File: config.mk
export PLATFORM = sky130hd
export DESIGN_NAME = instruction_fetch
export DESIGN_NICKNAME = d
export VERILOG_FILES = /design/src/rtl/instruction_fetch.sv
export SDC_FILE = /design/constraint.sdc
export NUM_CORES = 1
export LEC_CHECK = 0
export ABC_AREA = 0
export BUFFER_PORTS_ARGS = -buffer_cell sky130_fd_sc_hd__buf_2
export CORE_ASPECT_RATIO = 1.75
export CORE_MARGIN = 2
export CORE_UTILIZATION = 56
export CTS_CLUSTER_SIZE = 10
export DETAILED_ROUTE_END_ITERATION = 12
export HOLD_SLACK_MARGIN = 0.08
export PLACE_DENSITY = 0.8
export SLEW_MARGIN = 20
export SYNTH_ARGS = -nofsm -noshare
export SYNTH_HDL_FRONTEND = slang
export SYNTH_SLANG_ARGS = --single-unit
File: constraint.sdc
create_clock -name clock -period 8.5 [get_ports clock]
set_clock_uncertainty 0.2 [all_clocks]
set_input_delay 1.7 -clock clock [delete_from_list [all_inputs] [get_ports clock]]
set_output_delay 1.7 -clock clock [all_outputs]
set_load 0.005 [all_outputs]
File: src/rtl/instruction_fetch.sv
// Instruction fetch stage: owns the PC, runs the req/ack handshake with
// instruction memory and hands each fetched word to the decoder as a
// one-clock pulse, with NOP on every other edge.
// Optional build macro FETCH_TIMEOUT_EN adds an ack timeout that drops the
// request, raises sticky fetch_error and parks the stage in ERROR until reset.
module instruction_fetch #(
  parameter int unsigned           ADDR_WIDTH     = 32,
  parameter logic [ADDR_WIDTH-1:0] RESET_PC       = '0,
  parameter logic [ADDR_WIDTH-1:0] PC_STEP        = ADDR_WIDTH'(1),
  parameter int unsigned           TIMEOUT_CYCLES = 16
) (
  input  logic                  clock,
  input  logic                  reset,
  output logic                  imem_req,
  output logic [ADDR_WIDTH-1:0] imem_addr,
  input  logic                  imem_ack,
  input  logic [31:0]           imem_rdata,
  input  logic                  branch_taken,
  input  logic [ADDR_WIDTH-1:0] branch_target,
  input  logic                  stall,
  output logic [31:0]           instruction,
  output logic [ADDR_WIDTH-1:0] instr_pc,
  output logic                  instr_valid,
  output logic                  fetch_error
);

  localparam int unsigned DataW = 32;

  // A zero timeout would make the stage fault before any ack could arrive.
  if (TIMEOUT_CYCLES == 0) begin : g_bad_timeout
    $error("instruction_fetch: TIMEOUT_CYCLES must be nonzero");
  end

`ifdef FETCH_TIMEOUT_EN
  typedef enum logic [1:0] {ST_FETCH, ST_WAIT, ST_HOLD, ST_ERROR} state_e;
  localparam int unsigned CntW = $clog2(TIMEOUT_CYCLES + 1);
`else
  typedef enum logic [1:0] {ST_FETCH, ST_WAIT, ST_HOLD} state_e;
`endif

  state_e                  state_q, state_d;
  logic [ADDR_WIDTH-1:0]   pc_q, pc_d;
  logic                    req_q, req_d;
  logic [ADDR_WIDTH-1:0]   addr_q, addr_d;
  logic [DataW-1:0]        instr_q, instr_d;
  logic [ADDR_WIDTH-1:0]   ipc_q, ipc_d;
  logic                    valid_q, valid_d;
  logic                    squash_q, squash_d;
  logic [ADDR_WIDTH-1:0]   pending_q, pending_d;
  logic [DataW-1:0]        hold_q, hold_d;
`ifdef FETCH_TIMEOUT_EN
  logic                    err_q, err_d;
  logic [CntW-1:0]         cnt_q, cnt_d;
`endif

  // State and datapath registers; reset aborts any in-flight transaction.
  always_ff @(posedge clock or posedge reset) begin
    if (reset) begin
      state_q   <= ST_FETCH;
      pc_q      <= RESET_PC;
      req_q     <= 1'b0;
      addr_q    <= RESET_PC;
      instr_q   <= '0;
      ipc_q     <= RESET_PC;
      valid_q   <= 1'b0;
      squash_q  <= 1'b0;
      pending_q <= '0;
      hold_q    <= '0;
`ifdef FETCH_TIMEOUT_EN
      err_q     <= 1'b0;
      cnt_q     <= '0;
`endif
    end else begin
      state_q   <= state_d;
      pc_q      <= pc_d;
      req_q     <= req_d;
      addr_q    <= addr_d;
      instr_q   <= instr_d;
      ipc_q     <= ipc_d;
      valid_q   <= valid_d;
      squash_q  <= squash_d;
      pending_q <= pending_d;
      hold_q    <= hold_d;
`ifdef FETCH_TIMEOUT_EN
      err_q     <= err_d;
      cnt_q     <= cnt_d;
`endif
    end
  end

  // Next-state logic; instruction/instr_valid default to NOP every edge.
  always_comb begin
    state_d   = state_q;
    pc_d      = pc_q;
    req_d     = req_q;
    addr_d    = addr_q;
    instr_d   = '0;
    ipc_d     = ipc_q;
    valid_d   = 1'b0;
    squash_d  = squash_q;
    pending_d = pending_q;
    hold_d    = hold_q;
`ifdef FETCH_TIMEOUT_EN
    err_d     = err_q;
    cnt_d     = cnt_q;
`endif

    case (state_q)
      ST_FETCH: begin
        if (branch_taken) begin
          pc_d = branch_target;
        end else begin
          req_d   = 1'b1;
          addr_d  = pc_q;
          state_d = ST_WAIT;
`ifdef FETCH_TIMEOUT_EN
          cnt_d   = '0;
`endif
        end
      end

      ST_WAIT: begin
        if (imem_ack) begin
          req_d = 1'b0;
          if (branch_taken) begin
            pc_d     = branch_target;
            squash_d = 1'b0;
            state_d  = ST_FETCH;
          end else if (squash_q) begin
            pc_d     = pending_q;
            squash_d = 1'b0;
            state_d  = ST_FETCH;
          end else if (stall) begin
            hold_d  = imem_rdata;
            state_d = ST_HOLD;
          end else begin
            instr_d = imem_rdata;
            ipc_d   = pc_q;
            valid_d = 1'b1;
            pc_d    = pc_q + PC_STEP;
            state_d = ST_FETCH;
          end
        end else begin
          // The bus cycle cannot be cancelled: remember the redirect and
          // drop the word when it eventually arrives.
          if (branch_taken) begin
            squash_d  = 1'b1;
            pending_d = branch_target;
          end
`ifdef FETCH_TIMEOUT_EN
          if (cnt_q == CntW'(TIMEOUT_CYCLES - 1)) begin
            err_d   = 1'b1;
            req_d   = 1'b0;
            state_d = ST_ERROR;
          end else begin
            cnt_d = cnt_q + CntW'(1);
          end
`endif
        end
      end

      ST_HOLD: begin
        if (branch_taken) begin
          hold_d  = '0;
          pc_d    = branch_target;
          state_d = ST_FETCH;
        end else if (!stall) begin
          instr_d = hold_q;
          ipc_d   = pc_q;
          valid_d = 1'b1;
          pc_d    = pc_q + PC_STEP;
          state_d = ST_FETCH;
        end
      end

`ifdef FETCH_TIMEOUT_EN
      ST_ERROR: begin
        req_d = 1'b0;
      end
`endif

      default: begin
        state_d = ST_FETCH;
      end
    endcase
  end

  assign imem_req    = req_q;
  assign imem_addr   = addr_q;
  assign instruction = instr_q;
  assign instr_pc    = ipc_q;
  assign instr_valid = valid_q;
`ifdef FETCH_TIMEOUT_EN
  assign fetch_error = err_q;
`else
  assign fetch_error = 1'b0;
`endif

endmodule

After elaboration in Yosys (flattened, before gate mapping)
Cells that the tools add are included.
{"block": "totals", "regBits": 197, "input_bits": 69, "output_inout_bits": 99}
{"block": "op_classes", "add_sub_neg": 1, "n_eq_ne": 11, "muxes": 45, "bitwise": 2, "reduce_logical": 13}
{"op": "two-way mux 32 bit", "count": 22}
{"op": "one-hot mux 32 bit (2 select lines)", "count": 3}
{"op": "one-hot mux 32 bit (3 select lines)", "count": 1}
{"op": "adder 32 x 1 -> 32 bit, second input constant", "count": 1}
{"op": "inequality test 2 bit, second input constant", "count": 8}
{"op": "two-way mux 2 bit", "count": 7}
{"op": "AND reduction 3 bit", "count": 4}
{"op": "two-way mux 1 bit", "count": 9}
{"op": "one-hot mux 2 bit (3 select lines)", "count": 1}
{"op": "AND reduction 6 bit", "count": 1}
{"op": "nonzero test 2 bit", "count": 3}
{"op": "AND reduction 5 bit", "count": 1}
{"op": "one-hot mux 1 bit (2 select lines)", "count": 2}
{"op": "AND reduction 2 bit", "count": 2}
{"op": "inequality test 3 bit, second input constant", "count": 1}
{"op": "nonzero test 3 bit", "count": 1}
{"op": "equality test 2 x 1 -> 1 bit, second input constant", "count": 1}
{"op": "equality test 2 bit, second input constant", "count": 1}
{"op": "logical NOT 2 bit", "count": 1}
{"op": "inverter 1 bit", "count": 2}

Longest topological paths before layout
Gate-level depths: netlist (run 1).
{"block": "logic_depth", "depth_word": 6, "mapped_depth": 10, "ltp_nobuf": 7}

Least setup slack after synthesis (run 1)
No wires, ideal clock.
{"block": "synth_path", "path_kind": "input -> register", "start": "in stall", "end": "reg pc_q[25]", "setup_ns": 0.125, "t_arrival_ns": 3.403, "t_required_ns": 8.175, "path_slack_ns": 4.772, "path_stages": 6, "n_path_buf": 1, "path_cell_list": "nand4b_4 or4_1 buf_2 nor3_1 mux2_2 a2111oi_0"}
{"block": "synth_between", "elab_chain_len": 5, "word_cells_on_any_way": 6, "cone_classes": "mux: 6"}
{"item": "from (decl)", "line": "20", "rtl": "input logic stall,"}
{"item": "two-way mux 32 bit (*)"}
{"item": "two-way mux 32 bit (3 in series)"}
{"item": "one-hot mux 32 bit (3 select lines) (*)"}
{"item": "to (signal assigned)", "line": "75", "rtl": "pc_q <= pc_d;"}
{"item": "to (decl)", "line": "42", "rtl": "logic [ADDR_WIDTH-1:0] pc_q, pc_d;"}
Every way passes the cells marked *; elsewhere a longest branch is shown, timed or not. The select of a mux whose other input is x is not followed.
A chain may end at the register's enable or synchronous reset.

Final worst setup path (run 1)
{"block": "layout_path", "start": "in branch_taken", "end": "reg pc_q[14]"}
{"block": "layout_between", "elab_chain_len": 3, "word_cells_on_any_way": 6, "cone_classes": "eq/ne: 1; mux: 4; reduce/logical: 1"}
{"item": "from (decl)", "line": "18", "rtl": "input logic branch_taken,"}
{"item": "two-way mux 32 bit", "line": "125", "rtl": "if (branch_taken) begin"}
{"item": "two-way mux 32 bit", "line": "123", "rtl": "if (imem_ack) begin"}
{"item": "one-hot mux 32 bit (3 select lines)", "line": "108", "rtl": "case (state_q)"}
Several ways; a longest one is shown, not always the timed one. The select of a mux whose other input is x is not followed.

==> metrics.cfg, run 1 <==
[outcome]
status=finished clean

[floorplanning]
num_rows=62
die_area_sq_um=17700
die_h_um=175
die_x_um=102
floorplan.initialDensity_pct=57.0
ioPinCount=168
core_sq_um=16400

[power_and_ir_drop]
fin_total_pwr_mw=4.01
p_leak_nw=5.07
vdd_drop_max_uv=216
power-per-cell-area_nw_per_um2=368

[routing]
drtIter0Drc=538
drt_wl_total_um=23600
drc=0
wl_per_cell_um=18.9
drt-pass1-iter-count=5
ant_nets=0
via_per_inst=6.00
vias=7479

[setup_path]
worstPathArrival_ns=4.66
r2r-start=state_q[0]
cp-end-kind=flop
startpoint=branch_taken
required_ns=8.64
cp_max_fo=27
worstSetupPathType=in2reg
critPathLaunchType=primary input

[timing]
rsz0062_at_grt=no
slew_viol_final=0
holdWs_ns=0.278
setup_viol=0
fmax_mhz=221
post-route-min-period_ns=4.51
relSlewSlack_pct=19.8
worst_pin_slew_ns=1.20
final.setup.tns_ns=0
hold_viol_final=0
finalCritPeriodShare_pct=53.1

[synthesis]
synth_area_sq_um=9320
synth_nets=957
synthCells=883
synth_warnings=0
synthTopCellsByArea=dfrtp_1, mux2_2, o21ai_0
postSynthAreaPerCell_sq_um=10.6
synth_area_leader_cell=dfrtp_1
synth_edf_count=0
ys_seq_area_share_pct=52.9
async_flop_share_pct=100
synth_cell_type_count=68
synth_seq_cells=197
synth_flop_cell=dfrtp_1
synth_top_area_share_pct=52.9

[clock_tree]
postCtsSetupBuffers=0
ctsHoldBuffers=0
cts_repair_resize_count=0
h-tree-depth=4
cts-root-buf=clkbuf_16
cts.sinks=197
clk_pin_slew_ns=0.07
cts_buffers=17
clock_path_buffers=2
tritoncts=yes
clk_latency_ns=0.43

[layout]
regArea_sq_um=4930
drive_gt1_share_pct=30.3
fin_nets=1083
n_fill_cell=1347
final_common_cell=dfrtp_1
mostFrequentLayoutCells=dfrtp_1, buf_2, mux2_2
final_util_pct=66.6
multi_input_area_sq_um=4100
fin_cells=1247
area_delta_synth_final_pct=17.0

[job]
drv_cap=0

[grt]
grtUsageTotal_pct=26.7
grt_pass1_wl_um=37400
grtUsageMet2_pct=44.4
antenna_found_initial=2
overflow=0
use_met3_pct=6.04
grt.busiest_layer=met2
grt_start_max_net_pins=138
grt_pass1_vias=7350
met1_usage_pct=32.8

[placement]
dp.cells=1213
routabilityCongestion=0.855
io_buffers=166
hpwl_um=15600

[hold_path]
min_path_type=reg2reg
hp-start=instr_pc[23]

where the power goes:
group	switching (mW)	total [mW]	internal, mW
clock network	0.350	0.811	0.460
logic	0.861	1.55	0.686
registers	0.331	1.65	1.32
critical path, cell delays in order:
cell and delay (ns):
buf_2 0.40, nor2b_4 0.19, buf_12 0.22, or3_1 0.79, nor3_1 0.84, o311ai_0 0.32
o211ai_1 0.17
metal layers:
| layer | wire length (um) | up-vias | part of all wire (%) |
|---|---|---|---|
| met5 | 0 | - | 0 |
| met4 | 816 | 0 | 3.5 |
| met3 | 1420 | 57 | 6.0 |
| met2 | 12200 | 292 | 52 |
| met1 | 9110 | 3670 | 39 |
| li1 | - | 3460 | - |
state kept, by name (all words and copies together), names as in the netlist:
signal and flops:
instr_pc 32, hold_q 32, state_q 2, instruction 32, pending_q 32, imem_req 1
squash_q 1, pc_q 32, imem_addr 32, instr_valid 1
Yosys cell counts, types with 4 or more instances:
cell type  instances
or3_1              5
nand4_1           12
a22o_1             7
dfrtp_1          197
o31ai_1            6
nor4_1            12
nor2_1            61
a22oi_1           42
nand2b_1          35
o41ai_1            6
mux2i_1            4
o211ai_1           6
nor3_1            15
nor2b_1            7
mux2_2            91
nand3_1           14
o221ai_1           5
nand2_1           74
and2_1             4
xnor2_1           10
a21oi_1           30
ha_1               5
a221oi_1           8
buf_2              7
buf_1              5
and4_1             5
o21ai_0           72
inv_1             14
clkbuf_1          57
and3_1             4
per-stage QoR:
step / instance area, sq um / setup WS (ns)
global placement: 10300 / 3.67
CTS: 10900 / 4.05
floorplan: 9320 / 1.23
finish: 10900 / 3.99
global route: 10900 / 3.89
detailed placement: 10300 / 3.62
final timing paths:
| kind | end | slack (ns) | depth (start not counted) |
|---|---|---|---|
| hold reg to reg | instr_pc[23] | 0.28 | 2 |
| setup reg to reg | pc_q[7] | 4.85 | 6 |
| setup / recovery | pc_q[14] | 3.99 | 7 |
| max in group asynchronous | hold_q[15] | 5.44 | 3 |
| hold / removal | instr_pc[23] | 0.28 | 2 |
| min in group asynchronous | instruction[5] | 1.23 | 2 |
kinds of logic after synthesis:
group / Yosys count / share of synthesized area [%]
simple gates: 264 / 14.4
flops: 197 / 52.9
compound gates: 222 / 15.9
mux: 95 / 11.4
buf+inv: 87 / 3.65
other cells: 1 / 0.0402
fa+ha+maj: 5 / 0.671
xor+xnor: 12 / 1.13
area by class of cell:
type                    count  area share [%]
clock inverters            10            1.11
repair buffers            178            8.56
well taps                 224            2.57
multi-input cells         599            37.6
clock buffers              22            4.35
flip-flops and latches    197            45.2
diodes                      1          0.0229
inverters                  16           0.619
No activity file was read; power rests on OpenSTA's default activity.
==> inputs of run 2 (changes only) <==
Settings changed: ABC_AREA 0 to 1, CORE_UTILIZATION 56 to 57, PLACE_DENSITY 0.8 to 0.81.
Clock period 8.5 ns to 4.45 ns, I/O delays scaled along.
==> run 2 against run 1 <==
Net effect: combinational power is 130% higher; non-clock buffer count up 2; via count increased by 20%; setup slack got worse by 2.6 ns; critical path depth is 3 higher; critical endpoint is now pc_q[30]; power up 110%; routed wire length rose by 15%; cell count increased by 27%; synthesized cell count increased by 38%; largest cell class unchanged; area after synthesis increased by 6.6%.
==> metrics.cfg, run 2 <==
[grt]
grt_pass1_wl_um=42800  ; +14%
grt_pass1_vias=8467  ; +15%
grtUsageTotal_pct=29.4  ; +2.7 points
antenna_found_initial=0  ; -2
grt_start_max_net_pins=88  ; -36%
overflow=0  ; unchanged

[layout]
area_delta_synth_final_pct=14.1
drive_gt1_share_pct=18.4  ; -12 points
fin_cells=1587  ; +27%
final_common_cell=nand2_1
fin_nets=1421  ; +31%
final_util_pct=66.6  ; about the same
mostFrequentLayoutCells=nand2_1, dfrtp_1, buf_2
fin_area_sq_um=11300  ; +4.0%

[synthesis]
synthCells=1218  ; +38%
yosysMostFrequentCell=nand2_1
synthTopCellsByArea=dfrtp_1, nand2_1, nand3_1
synth_cell_type_count=42  ; -38%
synth_top_area_share_pct=49.6  ; -3.3 points
synth_edf_count=0  ; unchanged
async_flop_share_pct=100  ; unchanged
synth_area_leader_cell=dfrtp_1
synth_flop_cell=dfrtp_1
synth_warnings=0  ; unchanged
ys_seq_area_share_pct=49.6  ; -3.3 points
postSynthAreaPerCell_sq_um=8.16  ; -23%
ys_top_cells_by_count=nand2_1, dfrtp_1, inv_1
synth_nets=1292  ; +35%
synth_seq_cells=197  ; unchanged
synth_area_sq_um=9940  ; +6.6%

[routing]
ant_nets=0  ; unchanged
vias=8952  ; +20%
drt_wl_total_um=27100  ; +15%
via_per_inst=5.64  ; -5.9%
drt-pass1-iter-count=6  ; +1
drc=0  ; unchanged
drtIter0Drc=569  ; +5.8%
wl_per_cell_um=17.1  ; -9.7%

[job]
drv_cap=0  ; unchanged

[timing]
relSlewSlack_pct=37.5  ; +18 points
post-route-min-period_ns=3.11
finalCritPeriodShare_pct=69.8
worst_pin_slew_ns=0.934  ; -0.264 ns
holdWs_ns=0.281  ; +0.00342 ns
fmax_mhz=322
slew_viol_final=0  ; unchanged
setup_viol=0  ; unchanged
hold_viol_final=0  ; unchanged
final.setup.tns_ns=0  ; unchanged
rsz0062_at_grt=no
setup_ws_ns=1.34  ; -2.64 ns

[floorplanning]
die_x_um=104  ; +2.2%
floorplan.initialDensity_pct=58.4  ; +1.4 points
die_h_um=179  ; +2.3%
num_rows=63  ; +1.6%
core_sq_um=17000  ; +4.0%
die_area_sq_um=18500  ; +4.6%
ioPinCount=168  ; unchanged

[power_and_ir_drop]
p_leak_nw=5.72  ; +13%
vdd_drop_max_uv=400  ; +85%
fin_total_pwr_mw=8.23  ; +110%
power-per-cell-area_nw_per_um2=726  ; +98%

[clock_tree]
postCtsSetupBuffers=0  ; unchanged
clock_path_buffers=2  ; unchanged
cts_buffers=17  ; unchanged
tritoncts=yes
cts-root-buf=clkbuf_16
clk_pin_slew_ns=0.07  ; about the same
clk_latency_ns=0.43  ; about the same
h-tree-depth=4  ; unchanged
cts.sinks=197  ; unchanged
cts_repair_resize_count=0  ; unchanged
ctsHoldBuffers=0  ; unchanged

[setup_path]
required_ns=4.60  ; -4.04 ns
cp-end-kind=flop
worstPathArrival_ns=3.26  ; -1.40 ns
cp_slowest_cell=nand2_1
cp_max_fo=34  ; +26%
timing.critical_path.mode_cell=nand2_1
path_cells=inv_1 -> ha_1 -> clkinv_4 -> nand2_1 -> inv_1 -> nand2_1 -> nand3_1 -> nand2_1 -> nand2_1 -> a21boi_1
critPathLaunchType=flop
critPathBufInv=3  ; +1
crit_family=simple AND/OR/NAND/NOR gates
slowest_delay_ns=0.77  ; -0.07 ns
worstSetupPathType=reg2reg

[placement]
routabilityCongestion=0.957  ; +12%
hpwl_um=18400  ; +18%
postPlaceCellArea_sq_um=10700  ; +4.5%
io_buffers=166  ; unchanged
dp.cells=1555  ; +28%
pre_cts_ws_ns=1.45  ; -2.17 ns

[hold_path]
min_path_type=reg2reg

[outcome]
status=finished clean

[run 2: cell count changes in the layout (fill, tap and decap cells not counted), sizes merged, moves of 9 or more]
cell    before  now
a21boi       0   23
a21oi       30   74
a22oi       42   28
inv         16  141
mux2        91    2
nand2       74  249
nand2b      35    0
nand3       14  130
nand4       12    3
nor2        61  116
nor3        15    4
nor4        12    0
o21ai       73  148
xnor2       10    0
[run 2: where the power goes]
| part | internal [mW] | switching [mW] | total (mW) |
|---|---|---|---|
| logic | 1.20 | 2.43 | 3.63 |
| clock network | 0.821 | 0.717 | 1.54 |
| registers | 2.56 | 0.500 | 3.06 |
| total | 4.58 | 3.65 | 8.23 |
[run 2: area by class of cell]
cell class	count	area (sq um)
sequential	197	4930
tap	227	284
fill	1482	5690
inverter	140	539
timing repair buffer	180	948
clock inverter	12	138
clock buffer	19	453
multi-input combinational	811	4050
antenna	1	2.50
[run 2: kinds of logic after synthesis]
logic type      Yosys count  synth area share, %
flops                   197                 49.6
mux                       2                0.227
buf+inv                 210                 9.79
fa+ha+maj                 5                0.629
compound gates          293                 17.2
xor+xnor                  7                0.617
simple gates            503                 21.9
other cells               1               0.0377
[run 2: tightest hold or removal path: cells and delay by family (launching register included)]
kind | cells | cell delay, ns
simple gates | 1 | 0.06
flops | 1 | 0.34
compound gates | 1 | 0.04
[run 2: per-layer routing]
layer / GRT usage [%] / part of all wire, % / up-vias
li1: - / - / 4221
met1: 32.7 / 36 / 4292
met2: 53.4 / 53 / 360
met3: 3.34 / 5.0 / 79
met4: 18.9 / 5.4 / 0
met5: 0 / 0 / -
[run 2: worst paths after layout]
kind                              startpoint             to  slack (ns)  depth (start not counted)
worst max-delay path              state_q[0]       pc_q[30]        1.34                         10
min in group asynchronous              reset  pending_q[28]        0.43                          2
worst min-delay path            instr_pc[18]   instr_pc[18]        0.28                          2
max in group asynchronous              reset   instr_pc[19]        2.52                          3
worst min register to register  instr_pc[18]   instr_pc[18]        0.28                          2
worst max register to register    state_q[0]       pc_q[30]        1.34                         10
==> inputs of run 3 (changes only) <==
Clock period 4.45 ns to 3.1 ns, I/O delays scaled along.
==> run 3 against run 2 <==
Net effect: via count decreased by 1.2%; routed wire length decreased by 0.89%; utilization increased by 0.23 points; final area increased by 0.34%; critical path depth unchanged; critical path type unchanged; register-to-register slack got worse by 0.95 ns; non-clock buffer count increased by 4; combinational power increased by 45%; worst hold slack got worse by 0.055 ns; maximum frequency increased by 15%.
==> metrics.cfg, run 3 (synthesis gave the netlist of run 2 again) <==
[grt]
grt_start_max_net_pins=105  ; +19%
grtUsageTotal_pct=29.8  ; +0.38 points
grt_pass1_vias=8617  ; +1.8%
antenna_found_initial=0  ; unchanged
overflow=0  ; unchanged
grt_pass1_wl_um=43400  ; +1.4%

[routing]
wl_per_cell_um=16.9  ; -1.1%
drtIter0Drc=564  ; -0.88%
ant_nets=0  ; unchanged
drt-pass1-iter-count=5  ; -1
drt_wl_total_um=26800  ; -0.89%
drc=0  ; unchanged
vias=8847  ; -1.2%
via_per_inst=5.56  ; -1.4%

[clock_tree]
clock_path_buffers=2  ; unchanged
cts-root-buf=clkbuf_16
tritoncts=yes
cts.sinks=197  ; unchanged
cts_buffers=17  ; unchanged
clk_latency_ns=0.45  ; +0.02 ns
clk_pin_slew_ns=0.07  ; about the same
h-tree-depth=4  ; unchanged
postCtsSetupBuffers=0  ; unchanged

[floorplanning]
core_sq_um=17000  ; unchanged
die_x_um=104  ; unchanged
floorplan.initialDensity_pct=58.4  ; unchanged
die_h_um=179  ; unchanged
ioPinCount=168  ; unchanged
die_area_sq_um=18500  ; unchanged
num_rows=63  ; unchanged

[layout]
mostFrequentLayoutCells=nand2_1, dfrtp_1, buf_2
final_common_cell=nand2_1
area_delta_synth_final_pct=14.5
fin_nets=1425  ; +0.28%
fin_area_sq_um=11400  ; +0.34%
multi_input_area_sq_um=4050  ; unchanged
drive_gt1_share_pct=18.5  ; +0.093 points
regArea_sq_um=4930  ; unchanged
n_fill_cell=1489  ; +0.47%
fin_cells=1591  ; +0.25%

[timing]
holdWs_ns=0.226  ; -0.0552 ns
worst_pin_slew_ns=0.727  ; -0.207 ns
slew_viol_final=0  ; unchanged
setup_viol=0  ; unchanged
relSlewSlack_pct=51.5  ; +14 points
hold_viol_final=0  ; unchanged
rsz0062_at_grt=no
setup_ws_ns=0.392  ; -0.952 ns
finalCritPeriodShare_pct=87.4  ; +18 points
fmax_mhz=369  ; +15%
post-route-min-period_ns=2.71  ; -0.398 ns

[power_and_ir_drop]
power-per-cell-area_nw_per_um2=1040  ; +43%
fin_total_pwr_mw=11.8  ; +43%
vdd_drop_max_uv=657  ; +64%
p_leak_nw=5.74  ; +0.36%

[setup_path]
timing.critical_path.mode_cell=nand2_1
regToRegEndpoint=pc_q[8]
required_ns=3.26  ; -1.34 ns
cp_max_fo=34  ; unchanged
path_cells=inv_1 -> ha_1 -> clkinv_4 -> nand2_1 -> inv_1 -> nand2_1 -> nand3_1 -> o211ai_1 -> nand2_1 -> a21boi_1
worstSetupPathType=reg2reg
critPathLaunchType=flop
worstPathArrival_ns=2.87  ; -0.39 ns
r2r_cells=10  ; unchanged
crit_path_end=pc_q[8]
slowest_delay_ns=0.42  ; -0.35 ns
r2r-start=state_q[0]
startpoint=state_q[0]
cp_slowest_cell=nand2_1
cp-end-kind=flop
r2r_slack_ns=0.39  ; -0.95 ns

[job]
drv_cap=0  ; unchanged

[hold_path]
min_path_type=in2reg

[outcome]
status=finished clean

[placement]
pre_cts_ws_ns=0.408  ; -1.04 ns
routabilityCongestion=0.957  ; about the same
postPlaceCellArea_sq_um=10800  ; +0.56%
dp.cells=1558  ; +0.19%
io_buffers=166  ; unchanged
hpwl_um=18700  ; +1.6%

## run 3: final cells by class
type / count / area share (%)
clock buffers: 19 / 3.89
diodes: 1 / 0.0220
clock inverters: 12 / 1.02
repair buffers: 184 / 8.95
multi-input cells: 811 / 35.6
well taps: 227 / 2.50
inverters: 140 / 4.74
flip-flops and latches: 197 / 43.3
## run 3: report_power, final
part           leakage, nW  internal (mW)  total [mW]  switching [mW]
logic                 3.03           1.79        5.27            3.47
registers             2.44           3.68        4.41           0.734
clock network        0.277           1.08        2.12            1.04
## run 3: metal layers
layer  track usage, %  vias up  part of all wire [%]
li1                 -     4246                     -
met1             33.1     4218                    36
met2             53.5      322                    53
met3             4.51       61                   4.9
met4             18.8        0                   5.4
met5                0        -                     0
## run 3: per-stage QoR
step                      setup TNS, ns  util, %
after floorplan                  -52.48        -
after global placement                0     63.5
after detailed placement              0     63.5
after CTS                             0     66.8
after global routing                  0     66.8
final                                 0     66.8
## run 3: what timing repair did
action                                 in CTS  in global routing
endpoints found under the hold margin      11                  0
hold buffers                                1                  0
gates resized for setup                     0                  0
## run 3: worst max-delay path: cells and delay by family, from the launching register on
kind / cells / cell delay, ns
flops: 1 / 0.41
buf+inv: 3 / 0.76
fa+ha+maj: 1 / 0.32
simple gates: 4 / 0.71
compound gates: 2 / 0.23
## run 3: worst min-delay path by stage
stage,to,from,depth (start not counted)
final,pending_q[2],branch_target[2],2
after global routing,pending_q[2],branch_target[2],2
after CTS,pending_q[2],branch_target[2],2
after detailed placement,instr_pc[30],instr_pc[30],2
after global placement,imem_addr[25],imem_addr[25],2
after floorplan,pending_q[6],pending_q[6],2
